--- src/rtl/adc_scan_sequencer.sv ---
`default_nettype none
// ============================================================================
// Module      : adc_scan_sequencer
// Description : Scan sequencer for an 8-channel 10-bit SPI ADC using the
//               MCP3008-style frame (START, SGL, D2..D0, null, B9..B0).
//               Walks the enabled channels in ascending order, one CS frame
//               per channel. Generates AD_CLK/CS/DIN and deserialises DOUT
//               into a tagged result with a one-clock valid strobe.
//
// Ports       : clk, rst          - system clock, async active-high reset
//               ch_enable[7:0]    - channel mask, latched when a scan starts
//               single_ended      - SGL command bit, latched per frame
//               scan_start        - one-clock start request (ignored if busy)
//               continuous        - restart automatically after the last channel
//               busy, scan_done   - scan status / one-clock end-of-scan pulse
//               result_data[9:0]  - last conversion (B9 = MSB)
//               result_ch[2:0]    - channel of result_data
//               result_valid      - one-clock strobe on result update
//               AD_CLK, CS, DIN   - SPI outputs (idle 0 / 1 / 0)
//               DOUT              - SPI data in, resynchronised with 2 flops
//
// Revision    : 1.0 - initial release
// ============================================================================
module adc_scan_sequencer #(
    parameter int CLK_DIV = 27,  // clk cycles per AD_CLK half-period (>= 2)
    parameter int CS_GAP  = 2    // AD_CLK periods with CS high between frames (>= 1)
) (
    input  logic       clk,
    input  logic       rst,
    input  logic [7:0] ch_enable,
    input  logic       single_ended,
    input  logic       scan_start,
    input  logic       continuous,
    output logic       busy,
    output logic       scan_done,
    output logic [9:0] result_data,
    output logic [2:0] result_ch,
    output logic       result_valid,
    output logic       AD_CLK,
    output logic       CS,
    output logic       DIN,
    input  logic       DOUT
);

    localparam int c_CNT_W = $clog2(CLK_DIV);
    localparam int c_GAP_W = $clog2(2 * CS_GAP);

    localparam logic [2:0] c_S_IDLE   = 3'd0;
    localparam logic [2:0] c_S_SELECT = 3'd1;
    localparam logic [2:0] c_S_SHIFT  = 3'd2;
    localparam logic [2:0] c_S_DONE   = 3'd3;
    localparam logic [2:0] c_S_GAP    = 3'd4;

    localparam logic [4:0] c_LAST_RISE = 5'd17;

    // ------------------------------------------------------------------
    // Registers and their next-state values
    // ------------------------------------------------------------------
    logic [2:0]         r_state, w_state_nxt;
    logic [7:0]         r_mask,  w_mask_nxt;
    logic [2:0]         r_ch,    w_ch_nxt;
    logic               r_sgl,   w_sgl_nxt;
    logic [4:0]         r_rise,  w_rise_nxt;   // rising edges seen in this frame
    logic               r_sclk,  w_sclk_nxt;
    logic               r_cs,    w_cs_nxt;
    logic               r_din,   w_din_nxt;
    logic [9:0]         r_shift, w_shift_nxt;
    logic               r_busy,  w_busy_nxt;
    logic               r_done,  w_done_nxt;
    logic [9:0]         r_res_data,  w_res_data_nxt;
    logic [2:0]         r_res_ch,    w_res_ch_nxt;
    logic               r_res_valid, w_res_valid_nxt;
    logic [c_GAP_W-1:0] r_gap,   w_gap_nxt;    // ticks spent in GAP
    logic [c_CNT_W-1:0] r_cnt;
    logic               r_dout_meta, r_dout_sync;

    logic               w_tick;
    logic               w_frame_go;
    logic [2:0]         w_next_ch;
    logic               w_has_next;

    // Lowest set bit of a channel mask (0 when the mask is empty).
    function automatic logic [2:0] f_lowest(input logic [7:0] m);
        f_lowest = 3'd0;
        for (int i = 7; i >= 0; i--) begin
            if (m[i]) f_lowest = 3'(i);
        end
    endfunction

    // ------------------------------------------------------------------
    // Half-period divider. Held at zero while idle and during the single
    // DONE clock so that GAP and every SELECT start on a fresh period.
    // ------------------------------------------------------------------
    assign w_tick = (r_cnt == c_CNT_W'(CLK_DIV - 1));

    always_ff @(posedge clk or posedge rst) begin
        if (rst) begin
            r_cnt <= '0;
        end else if (r_state == c_S_IDLE || r_state == c_S_DONE || w_tick) begin
            r_cnt <= '0;
        end else begin
            r_cnt <= r_cnt + c_CNT_W'(1);
        end
    end

    // DOUT comes from another clock domain (the ADC's own output stage).
    always_ff @(posedge clk or posedge rst) begin
        if (rst) begin
            r_dout_meta <= 1'b0;
            r_dout_sync <= 1'b0;
        end else begin
            r_dout_meta <= DOUT;
            r_dout_sync <= r_dout_meta;
        end
    end

    // Next enabled channel strictly above the current one in the latched mask.
    always_comb begin
        w_next_ch  = 3'd0;
        w_has_next = 1'b0;
        for (int i = 7; i >= 0; i--) begin
            if (r_mask[i] && (3'(i) > r_ch)) begin
                w_next_ch  = 3'(i);
                w_has_next = 1'b1;
            end
        end
    end

    // ------------------------------------------------------------------
    // State register and datapath registers
    // ------------------------------------------------------------------
    always_ff @(posedge clk or posedge rst) begin
        if (rst) begin
            r_state     <= c_S_IDLE;
            r_mask      <= 8'd0;
            r_ch        <= 3'd0;
            r_sgl       <= 1'b0;
            r_rise      <= 5'd0;
            r_sclk      <= 1'b0;
            r_cs        <= 1'b1;
            r_din       <= 1'b0;
            r_shift     <= 10'd0;
            r_busy      <= 1'b0;
            r_done      <= 1'b0;
            r_res_data  <= 10'd0;
            r_res_ch    <= 3'd0;
            r_res_valid <= 1'b0;
            r_gap       <= '0;
        end else begin
            r_state     <= w_state_nxt;
            r_mask      <= w_mask_nxt;
            r_ch        <= w_ch_nxt;
            r_sgl       <= w_sgl_nxt;
            r_rise      <= w_rise_nxt;
            r_sclk      <= w_sclk_nxt;
            r_cs        <= w_cs_nxt;
            r_din       <= w_din_nxt;
            r_shift     <= w_shift_nxt;
            r_busy      <= w_busy_nxt;
            r_done      <= w_done_nxt;
            r_res_data  <= w_res_data_nxt;
            r_res_ch    <= w_res_ch_nxt;
            r_res_valid <= w_res_valid_nxt;
            r_gap       <= w_gap_nxt;
        end
    end

    // ------------------------------------------------------------------
    // Next-state and output logic
    // ------------------------------------------------------------------
    always_comb begin
        w_state_nxt     = r_state;
        w_mask_nxt      = r_mask;
        w_ch_nxt        = r_ch;
        w_sgl_nxt       = r_sgl;
        w_rise_nxt      = r_rise;
        w_sclk_nxt      = r_sclk;
        w_cs_nxt        = r_cs;
        w_din_nxt       = r_din;
        w_shift_nxt     = r_shift;
        w_busy_nxt      = r_busy;
        w_done_nxt      = 1'b0;
        w_res_data_nxt  = r_res_data;
        w_res_ch_nxt    = r_res_ch;
        w_res_valid_nxt = 1'b0;
        w_gap_nxt       = r_gap;
        w_frame_go      = 1'b0;

        case (r_state)
            c_S_IDLE: begin
                if (scan_start) begin
                    w_mask_nxt = ch_enable;
                    if (ch_enable != 8'd0) begin
                        w_busy_nxt = 1'b1;
                        w_ch_nxt   = f_lowest(ch_enable);
                        w_frame_go = 1'b1;
                    end else begin
                        w_done_nxt = 1'b1;
                    end
                end
            end

            c_S_SELECT: begin
                // START is already on DIN; wait one half-period before clocking.
                if (w_tick) w_state_nxt = c_S_SHIFT;
            end

            c_S_SHIFT: begin
                if (w_tick) begin
                    if (r_sclk) begin
                        // Falling edge: present the bit for the next rise.
                        w_sclk_nxt = 1'b0;
                        if (r_rise == c_LAST_RISE) begin
                            w_state_nxt = c_S_DONE;
                            w_cs_nxt    = 1'b1;
                            w_din_nxt   = 1'b0;
                        end else begin
                            case (r_rise)
                                5'd1:    w_din_nxt = r_sgl;
                                5'd2:    w_din_nxt = r_ch[2];
                                5'd3:    w_din_nxt = r_ch[1];
                                5'd4:    w_din_nxt = r_ch[0];
                                default: w_din_nxt = 1'b0;
                            endcase
                        end
                    end else begin
                        // Rising edge r_rise+1; rises 8..17 carry B9..B0.
                        w_sclk_nxt = 1'b1;
                        w_rise_nxt = r_rise + 5'd1;
                        if (r_rise >= 5'd7) w_shift_nxt = {r_shift[8:0], r_dout_sync};
                    end
                end
            end

            c_S_DONE: begin
                w_res_data_nxt  = r_shift;
                w_res_ch_nxt    = r_ch;
                w_res_valid_nxt = 1'b1;
                w_gap_nxt       = '0;
                w_state_nxt     = c_S_GAP;
            end

            c_S_GAP: begin
                if (w_tick) begin
                    if (r_gap == c_GAP_W'(2 * CS_GAP - 1)) begin
                        if (w_has_next) begin
                            w_ch_nxt   = w_next_ch;
                            w_frame_go = 1'b1;
                        end else if (continuous && (ch_enable != 8'd0)) begin
                            w_mask_nxt = ch_enable;
                            w_ch_nxt   = f_lowest(ch_enable);
                            w_frame_go = 1'b1;
                        end else begin
                            if (continuous) w_mask_nxt = ch_enable;
                            w_busy_nxt  = 1'b0;
                            w_done_nxt  = 1'b1;
                            w_state_nxt = c_S_IDLE;
                        end
                    end else begin
                        w_gap_nxt = r_gap + c_GAP_W'(1);
                    end
                end
            end

            default: begin
                w_state_nxt = c_S_IDLE;
            end
        endcase

        // Common frame start: CS low with START already on DIN.
        if (w_frame_go) begin
            w_state_nxt = c_S_SELECT;
            w_cs_nxt    = 1'b0;
            w_din_nxt   = 1'b1;
            w_sclk_nxt  = 1'b0;
            w_sgl_nxt   = single_ended;
            w_rise_nxt  = 5'd0;
        end
    end

    assign busy         = r_busy;
    assign scan_done    = r_done;
    assign result_data  = r_res_data;
    assign result_ch    = r_res_ch;
    assign result_valid = r_res_valid;
    assign AD_CLK       = r_sclk;
    assign CS           = r_cs;
    assign DIN          = r_din;

endmodule
`default_nettype wire

--- config.mk ---
export PLATFORM = sky130hd
export DESIGN_NAME = adc_scan_sequencer
export DESIGN_NICKNAME = d
export VERILOG_FILES = /design/src/rtl/adc_scan_sequencer.sv
export SDC_FILE = /design/constraint.sdc
export NUM_CORES = 1
export LEC_CHECK = 0
export BUFFER_PORTS_ARGS = -buffer_cell sky130_fd_sc_hd__buf_4
export CAP_MARGIN = 20
export CORE_UTILIZATION = 50
export DETAILED_ROUTE_END_ITERATION = 8
export GPL_ROUTABILITY_DRIVEN = 0
export PLACE_DENSITY = 0.7
export SLEW_MARGIN = 25
export SYNTH_ARGS = -nofsm -noshare
export SYNTH_HDL_FRONTEND = slang
export SYNTH_SLANG_ARGS = --single-unit
--- constraint.sdc ---
create_clock -name clk -period 6.7 [get_ports clk]
set_clock_uncertainty 0.2 [all_clocks]
set_input_delay 0.335 -clock clk [delete_from_list [all_inputs] [get_ports clk]]
set_output_delay 0.335 -clock clk [all_outputs]
set_load 0.01 [all_outputs]
# ---- Word-level counts from Yosys, hierarchy flattened
# Index checks and enable logic that the tools add are counted.
dict set report word_totals {
  inputBits 14
  word_cells 183
  ff_bits 58
  out_inout_bits 19
}
dict set report classes {
  eq_ne 30
  n_mux 93
  n_lt_le_gt_ge 9
  bitwise 1
  n_reduce_logical 29
  n_addsub 3
}
# operator n
set ops {}
lappend ops {{two-way mux 3 bit} 31}
lappend ops {{two-way mux 8 bit} 6}
lappend ops {{two-way mux 1 bit} 41}
lappend ops {{!= test 3 bit (second input constant)} 10}
lappend ops {{two-way mux 5 bit} 5}
lappend ops {{one-hot mux 8 bit (2 select lines)} 1}
lappend ops {{one-hot mux 3 bit (5 select lines)} 1}
lappend ops {{!= test 2 bit (second input constant)} 7}
lappend ops {{> comparator 3 bit (first input constant)} 4}
lappend ops {{AND reduction 6 bit} 2}
lappend ops {{nonzero test 2 bit} 6}
lappend ops {{adder 5 x 1 -> 5 bit (second input constant)} 2}
lappend ops {{== test 5 x 2 -> 1 bit (second input constant)} 2}
lappend ops {{== test 5 bit (second input constant)} 2}
lappend ops {{logical AND 1 bit} 9}
lappend ops {{AND reduction 3 bit} 3}
lappend ops {{AND reduction 9 bit} 1}
lappend ops {{AND reduction 4 bit} 2}
lappend ops {{nonzero test 8 bit} 1}
lappend ops {{AND reduction 7 bit} 1}
lappend ops {{== test 3 x 2 -> 1 bit (second input constant)} 2}
lappend ops {{> comparator 1 x 3 -> 1 bit (first input constant)} 2}
lappend ops {{> comparator 2 x 3 -> 1 bit (first input constant)} 2}
lappend ops {{one-hot mux 1 bit (2 select lines)} 3}
lappend ops {{other kinds (16)} 19}

# ---- Logic depth before layout (Yosys ltp)
# Gate-level depths: netlist (run 1).
dict set report depth {
  word_depth 16
  ltp_mapped 8
  ltp_nobuf 8
}

# ---- Worst setup path after synthesis (run 1)
# OpenSTA, ideal clock, no wires.
dict set report synth_path {
  path_kind {flip-flop to flip-flop}
  startpoint {reg r_state[0]}
  endpoint {reg r_sgl}
  path_slack_ns 4.571
  required_ns 6.375
  n_path_buf 2
  t_arrival_ns 1.804
  path_stages_with_launch 8
  cell_sequence {dfrtp_1 buf_2 or3b_4 nor2_2 a31oi_2 o22ai_4 buf_6 mux2_4}
}
dict set report synth_between {
  elab_chain_len 2
  word_cells_on_any_way 3
  classes_between {eq/ne: 1; mux: 1; reduce/logical: 1}
}
# item line
set synth_rtl {}
lappend synth_rtl {{start, declared} 59} ;# logic [2:0] r_state, w_state_nxt;
lappend synth_rtl {{start signal, assigned} 134} ;# r_state <= c_S_IDLE;
lappend synth_rtl {{start signal, assigned} 150} ;# r_state <= w_state_nxt;
lappend synth_rtl {{== test 3 bit / zero test 3 bit (equally long branches)} 189} ;# case (r_state)
lappend synth_rtl {{one-hot mux 1 bit (2 select lines) *} 189}
lappend synth_rtl {{end signal, assigned} 153} ;# r_sgl <= w_sgl_nxt;
lappend synth_rtl {{end, declared} 62} ;# logic r_sgl, w_sgl_nxt;
# Every way passes the cells marked *; elsewhere a longest branch is shown, timed or not.
# A chain may end at the register's enable or synchronous reset.

# ---- Worst setup path after layout (run 1)
dict set report layout_path {
  startpoint {reg r_state[2]}
  endpoint {reg r_ch[1]}
}
dict set report layout_between {
  elab_chain_len 3
  word_cells_on_any_way 10
  classes_between {eq/ne: 6; mux: 1; reduce/logical: 3}
}
# item line
set layout_rtl {}
lappend layout_rtl {{== test 3 bit / zero test 3 bit (equally long branches)} 189}
lappend layout_rtl {{!= test 3 bit (no line) (tied with other cells)} --}
lappend layout_rtl {{AND reduction 6 bit (no line)} --}
lappend layout_rtl {{end signal, assigned} 152} ;# r_ch <= w_ch_nxt;
lappend layout_rtl {{end, declared} 61} ;# logic [2:0] r_ch, w_ch_nxt;
# Several ways; a longest one is shown, not always the timed one.

==> flow_summary.json, run 1 <==
{
  "status": "complete, but fails checks",
  "violations": "negative hold slack",
  "relSlewSlack_pct": 52.6,
  "grtUsageMet2_pct": 29.2,
  "drt-pass1-iter-count": 4,
  "p_sw_mw": 0.338,
  "worstSetupPathType": "register to register",
  "clk_path_buf_depth": 2,
  "nFillCells": 478,
  "io_buffers": 32,
  "cts_sinks": 57,
  "p_sw_share_pct": 31.9,
  "slew_viol_final": 0,
  "regArea_sq_um": 1430,
  "tightest_slew_ns": 0.711,
  "grt_max_degree": 58,
  "dp_cells": 365,
  "seqPwrFrac_pct": 44.7,
  "grt_pass1_wl_um": 9260,
  "drive_gt1_share_pct": 28.1,
  "clock-root-buffer": "clkbuf_8",
  "start_util_pct": 52.3,
  "met3_usage_pct": 6.98,
  "start_kind": "register",
  "diodes": 0,
  "dpl.hpwl_um": 3730,
  "rr_worst_depth": 5,
  "use_met1_pct": 26.3,
  "drv_cap": 0,
  "avgSynthCellArea_sq_um": 10.7,
  "synth_warnings": 0,
  "vias": 2037,
  "overflow": 0,
  "clkPwrFrac_pct": 30.3,
  "grt_usage_pct": 19.7,
  "finalHoldViolCount": 2,
  "synth_seq_area_share_pct": 49.3,
  "placed_cell_area_sq_um": 3180,
  "top_usage_layer": "met2",
  "whs_ns": -0.00233,
  "die_h_um": 78.1,
  "setup_tns_ns": 0,
  "async_reset_ff_share_pct": 100,
  "synthesis.nets": 291,
  "r2r-start": "r_state[2]",
  "grt_pass1_vias": 1906,
  "ctsResizeCount": 0,
  "h-tree-depth": 3,
  "cts_tree": "yes",
  "rsz0062_at_grt": "false",
  "end_kind": "register",
  "netlist_area_sq_um": 2900,
  "multi_input_area_sq_um": 1380,
  "placeableCoreArea_sq_um": 5540,
  "die_x_um": 78.1,
  "vias_per_cell": 5.33,
  "r2r_setup_slack_ns": 4.20,
  "ios": 33,
  "die_area_sq_um": 6100,
  "max-vdd-ir-drop_mv": 0.219,
  "ys.flop_type": "dfrtp_1",
  "finalSetupViolCount": 0,
  "clock.fmax_mhz": 401,
  "critPathArrivalTime_ns": 2.52,
  "ys_seq_elements": 57,
  "p_int_mw": 0.720,
  "timing.rr.end": "r_ch[1]",
  "numCtsBuffers": 9,
  "cp-startpoint": "r_state[2]",
  "worstSkewPairLatency_ns": 0.34,
  "wl_um": 5530,
  "p_leak_nw": 1.64,
  "cts_setup_buffers": 0,
  "num_rows": 27,
  "first_iter_violations": 71,
  "share_comb_of_total_power_pct": 25.0,
  "powerDensity_nw_per_um2": 313,
  "fin_crit_ns": 2.50,
  "ant_nets": 0,
  "drc": 0,
  "layout.cells.non_filler": 382,
  "cp_max_fo": 13,
  "final.period_utilization_pct": 37.2,
  "areaGrowthSynthToFinish_pct": 16.8,
  "postCtsHoldBufs": 1,
  "synth_edf_count": 0,
  "holdCritPathClass": "primary input to async pin",
  "nets": 326,
  "post_synth_inst_count": 270,
  "antenna_found_initial": 0,
  "critPathCapture": "r_ch[1]",
  "ys_types": 58,
  "clkTransAtPathRegs_ns": 0.07,
  "wire_per_inst_um": 14.5,
  "design_area_sq_um": 3380,
  "cp.required_ns": 6.73
}
[final cells by class]
| class | count | area share, % |
|---|---|---|
| clock inverter | 6 | 1.70 |
| clock buffer | 10 | 4.07 |
| timing repair buffer | 34 | 7.62 |
| inverter | 9 | 0.999 |
| sequential | 57 | 42.2 |
| tap | 72 | 2.66 |
| multi-input combinational | 194 | 40.8 |
[metal layers]
layer  share of wire (%)  vias up
li1                    -     1008
met4                 2.0        0
met2                  44       33
met3                 3.9       13
met5                   0        -
met1                  50      983
[sequential cells by signal, summed over array words and instances, names as in the netlist, 2 cells and up]
register     cells
r_shift         10
result_data     10
r_mask           7
r_cnt            5
r_rise           5
r_ch             3
r_state          3
result_ch        3
r_gap            2
[stage by stage]
| stage | worst slack [ns] | total power, mW | util, % |
|---|---|---|---|
| finish | 4.20 | 1.06 | 61.1 |
| floorplan | 4.57 | 0.681 | - |
| global route | 4.06 | 1.12 | 61.1 |
| global placement | 4.32 | 0.735 | 57.4 |
| CTS | 4.21 | 1.06 | 61.1 |
| detailed placement | 4.24 | 0.740 | 57.4 |
[cells in the final DEF (no fill, tap or decap), types with 2 or more instances in the layout]
cell       n
o21ai_0    6
clkinv_2   4
a22oi_1    2
xnor2_1    3
xor2_1     6
nand4_1    3
a31oi_1    2
nor4_1     2
mux2_2    13
dfrtp_1   56
nand3b_1   2
a32oi_1    2
nor3_1     5
a21oi_1    7
and2_1     2
mux2i_1    2
ha_1       7
nor2b_1    5
o21bai_1   5
inv_1      8
nand2_1   51
clkbuf_8  10
nor2_2     2
nand2b_1   4
nand3_1    5
nor2_1    22
buf_4     33
mux2_4     8
[worst min-delay path by stage]
stage | from | end | slack [ns] | depth (start not counted)
CTS | rst | r_mask[6] | 0.02 | 3
detailed placement | r_dout_meta | r_dout_sync | 0.14 | 0
floorplan | r_dout_meta | r_dout_sync | 0.13 | 0
global placement | r_dout_meta | r_dout_sync | 0.14 | 0
global route | single_ended | r_sgl | 0.02 | 2
finish | rst | r_mask[6] | -0.002 | 3
[synth_stat cells, types with 3 or more instances]
library cell   n  area [sq um]
a21oi_1        7          35.0
buf_2          4          20.0
clkbuf_1       3          11.3
dfrtp_1       56          1400
ha_1           7          87.6
inv_1          9          33.8
mux2_2        13           146
mux2_4         8           120
nand2_1       51           191
nand2b_1       4          25.0
nand3_1        5          25.0
nand4_1        3          18.8
nor2_1        22          82.6
nor2b_1        5          31.3
nor3_1         5          25.0
o21ai_0        6          30.0
o21bai_1       5          37.5
xnor2_1        3          26.3
xor2_1         6          52.6
[logic make-up (layout without fill, tap and decap cells)]
family / Yosys count / in the layout / share of synthesized area (%)
xor gates and xnor gates: 9 / 9 / 2.72
AOI/OAI and AO/OA: 40 / 40 / 11.7
adders and majority gates: 7 / 7 / 3.02
buffers and inverters: 19 / 59 / 3.15
and+or+nand+nor: 115 / 115 / 20.2
DFF: 57 / 57 / 49.3
muxes: 23 / 23 / 9.89
[power groups by stage]
stage / sequential (mW) / clock (mW) / combinational, mW
detailed placement: 0.476 / 0 / 0.264
global route: 0.480 / 0.341 / 0.295
global placement: 0.474 / 0 / 0.260
finish: 0.473 / 0.321 / 0.264
floorplan: 0.448 / 0 / 0.233
CTS: 0.471 / 0.325 / 0.266
[worst max-delay path, cell delays in order (launching register included)]
cell and delay, ns:
dfrtp_1 0.61, or3b_4 0.47, nor2_2 0.18, a31oi_2 0.15, o22ai_4 0.39, mux2_2 0.38
(Power assumes the default switching activity.)
==> run 2: changes to the inputs <==
==> constraint.sdc (replaced) <==
create_clock -name clk -period 2.5 [get_ports clk]
set_clock_uncertainty 0.2 [all_clocks]
set_input_delay 0.125 -clock clk [delete_from_list [all_inputs] [get_ports clk]]
set_output_delay 0.125 -clock clk [all_outputs]
set_load 0.01 [all_outputs]
==> run 2 against run 1 <==
Against the previous run: the run now ends clean; via count is 1.2% higher; flip-flop and latch count stayed put; combinational power grew to 2.8 times the previous value; register-to-register slack worse by 3.9 ns; sequential power grew to 2.7 times the previous value; maximum frequency is 12% higher.
==> flow_summary.json, run 2 (synthesis results as in run 1) <==
{
  "whs_path_depth": 4,
  "final.period_utilization_pct": 88.8,
  "rsz0062_at_grt": "false",
  "clock-root-buffer": "clkbuf_8",
  "fin_crit_ns": 2.22,
  "areaGrowthSynthToFinish_pct": 22.4,
  "utilization_pct": 64.0,
  "holdCritPathClass": "primary input to register",
  "ant_nets": 0,
  "h-tree-depth": 3,
  "wl_um": 5470,
  "finalSetupViolCount": 0,
  "powerDensity_nw_per_um2": 836,
  "end_kind": "register",
  "start_util_pct": 52.3,
  "top_layer_used": "met4",
  "antenna_found_initial": 0,
  "nets": 340,
  "ios": 33,
  "grt_max_degree": 58,
  "slew_viol_final": 0,
  "worstSkewPairLatency_ns": 0.34,
  "drt-pass1-iter-count": 4,
  "hold_start": "ch_enable[0]",
  "die_x_um": 78.1,
  "wl_met3_um": 191,
  "rr_worst_depth": 7,
  "cp-startpoint": "r_cnt[0]",
  "max-vdd-ir-drop_mv": 0.484,
  "critPathArrivalTime_ns": 2.24,
  "clkTransAtPathRegs_ns": 0.07,
  "drv_cap": 0,
  "start_kind": "register",
  "numCtsBuffers": 9,
  "grt_pass1_vias": 1978,
  "vias": 2061,
  "ctsResizeCount": 0,
  "cts_setup_buffers": 0,
  "drc": 0,
  "status": "finished, final reports clean",
  "finalHoldViolCount": 0,
  "cp.required_ns": 2.52,
  "die_area_sq_um": 6100,
  "io_buffers": 32,
  "num_rows": 27,
  "worstSetupPathType": "register to register",
  "clock.fmax_mhz": 450,
  "diodes": 0,
  "met1_length_um": 2720,
  "placeableCoreArea_sq_um": 5540,
  "p_leak_nw": 1.72,
  "postCtsHoldBufs": 11,
  "layout_common_cells": "dfrtp_1 (56), nand2_1 (51), buf_4 (37)",
  "final_common_cell": "dfrtp_1",
  "tightest_slew_ns": 0.691,
  "drive_gt1_share_pct": 28.1,
  "relSlewSlack_pct": 53.9,
  "die_h_um": 78.1,
  "clk_path_buf_depth": 2,
  "grt_usage_pct": 20.5,
  "grt_pass1_wl_um": 9490,
  "r2r-start": "r_cnt[0]",
  "setup_tns_ns": 0,
  "wire_per_inst_um": 13.8,
  "vias_per_cell": 5.20,
  "cts_sinks": 57,
  "cp_max_fo": 11,
  "cts_tree": "yes",
  "overflow": 0,
  "first_iter_violations": 117,
  "dr_wl_met2_um": 2470,
  "dpl.hpwl_um": 3770
}
## run 2: cell types whose count changed in the layout (fill, tap and decap cells not counted)
cell           delta
clkinv_4          +1
clkinv_2          -3
buf_4             +4
inv_6             +1
bufinv_16         +1
dlygate4sd3_1    +10
## run 2: routing by layer
layer  global-route usage [%]  vias to the layer above
li1                         -                     1031
met1                     28.3                      987
met2                     29.8                       34
met3                     5.58                        9
met4                     10.0                        0
met5                        0                        -
## run 2: worst paths after layout
path	end	slack (ns)
worst max-delay path	r_ch[1]	0.28
worst min-delay path	scan_done	0.04
worst max register to register	r_ch[1]	0.28
worst min register to register	r_dout_sync	0.16
max in group asynchronous	r_sgl	1.30
min in group asynchronous	r_shift[4]	0.34
## run 2: report_power, final
| part | switching [mW] | total, mW | internal, mW |
|---|---|---|---|
| clock network | 0.382 | 0.973 | 0.591 |
| logic | 0.342 | 0.735 | 0.393 |
| registers | 0.184 | 1.26 | 1.07 |
## run 2: critical path, cell delays in order (launching register included)
cell and delay, ns:
dfrtp_1 0.42, inv_1 0.07, ha_1 0.18, nand4b_4 0.23, nor2_2 0.24, nand2_1 0.13
o22ai_4 0.26, mux2_2 0.36
## run 2: stage by stage
| step | total power, mW | hold WS, ns | std cells | area (sq um) | setup slack (ns) |
|---|---|---|---|---|---|
| floorplan | 1.83 | -0.0436 | 270 | 2900 | 0.371 |
| global placement | 1.99 | 0.0352 | 369 | 3210 | 0.349 |
| detailed placement | 2.00 | 0.0356 | 369 | 3210 | 0.297 |
| CTS | 2.99 | 0.0151 | 396 | 3550 | 0.270 |
| global route | 3.13 | 0.0502 | 396 | 3550 | 0.166 |
| finish | 2.96 | 0.0420 | 396 | 3550 | 0.279 |
## run 2: area by class of cell
class / instances / area, sq um
clock buffers: 10 / 138
clock inverters: 6 / 90.1
fillers: 457 / 1990
inverters: 9 / 33.8
multi-input cells: 194 / 1380
flip-flops and latches: 57 / 1430
well taps: 72 / 90.1
repair buffers: 48 / 388
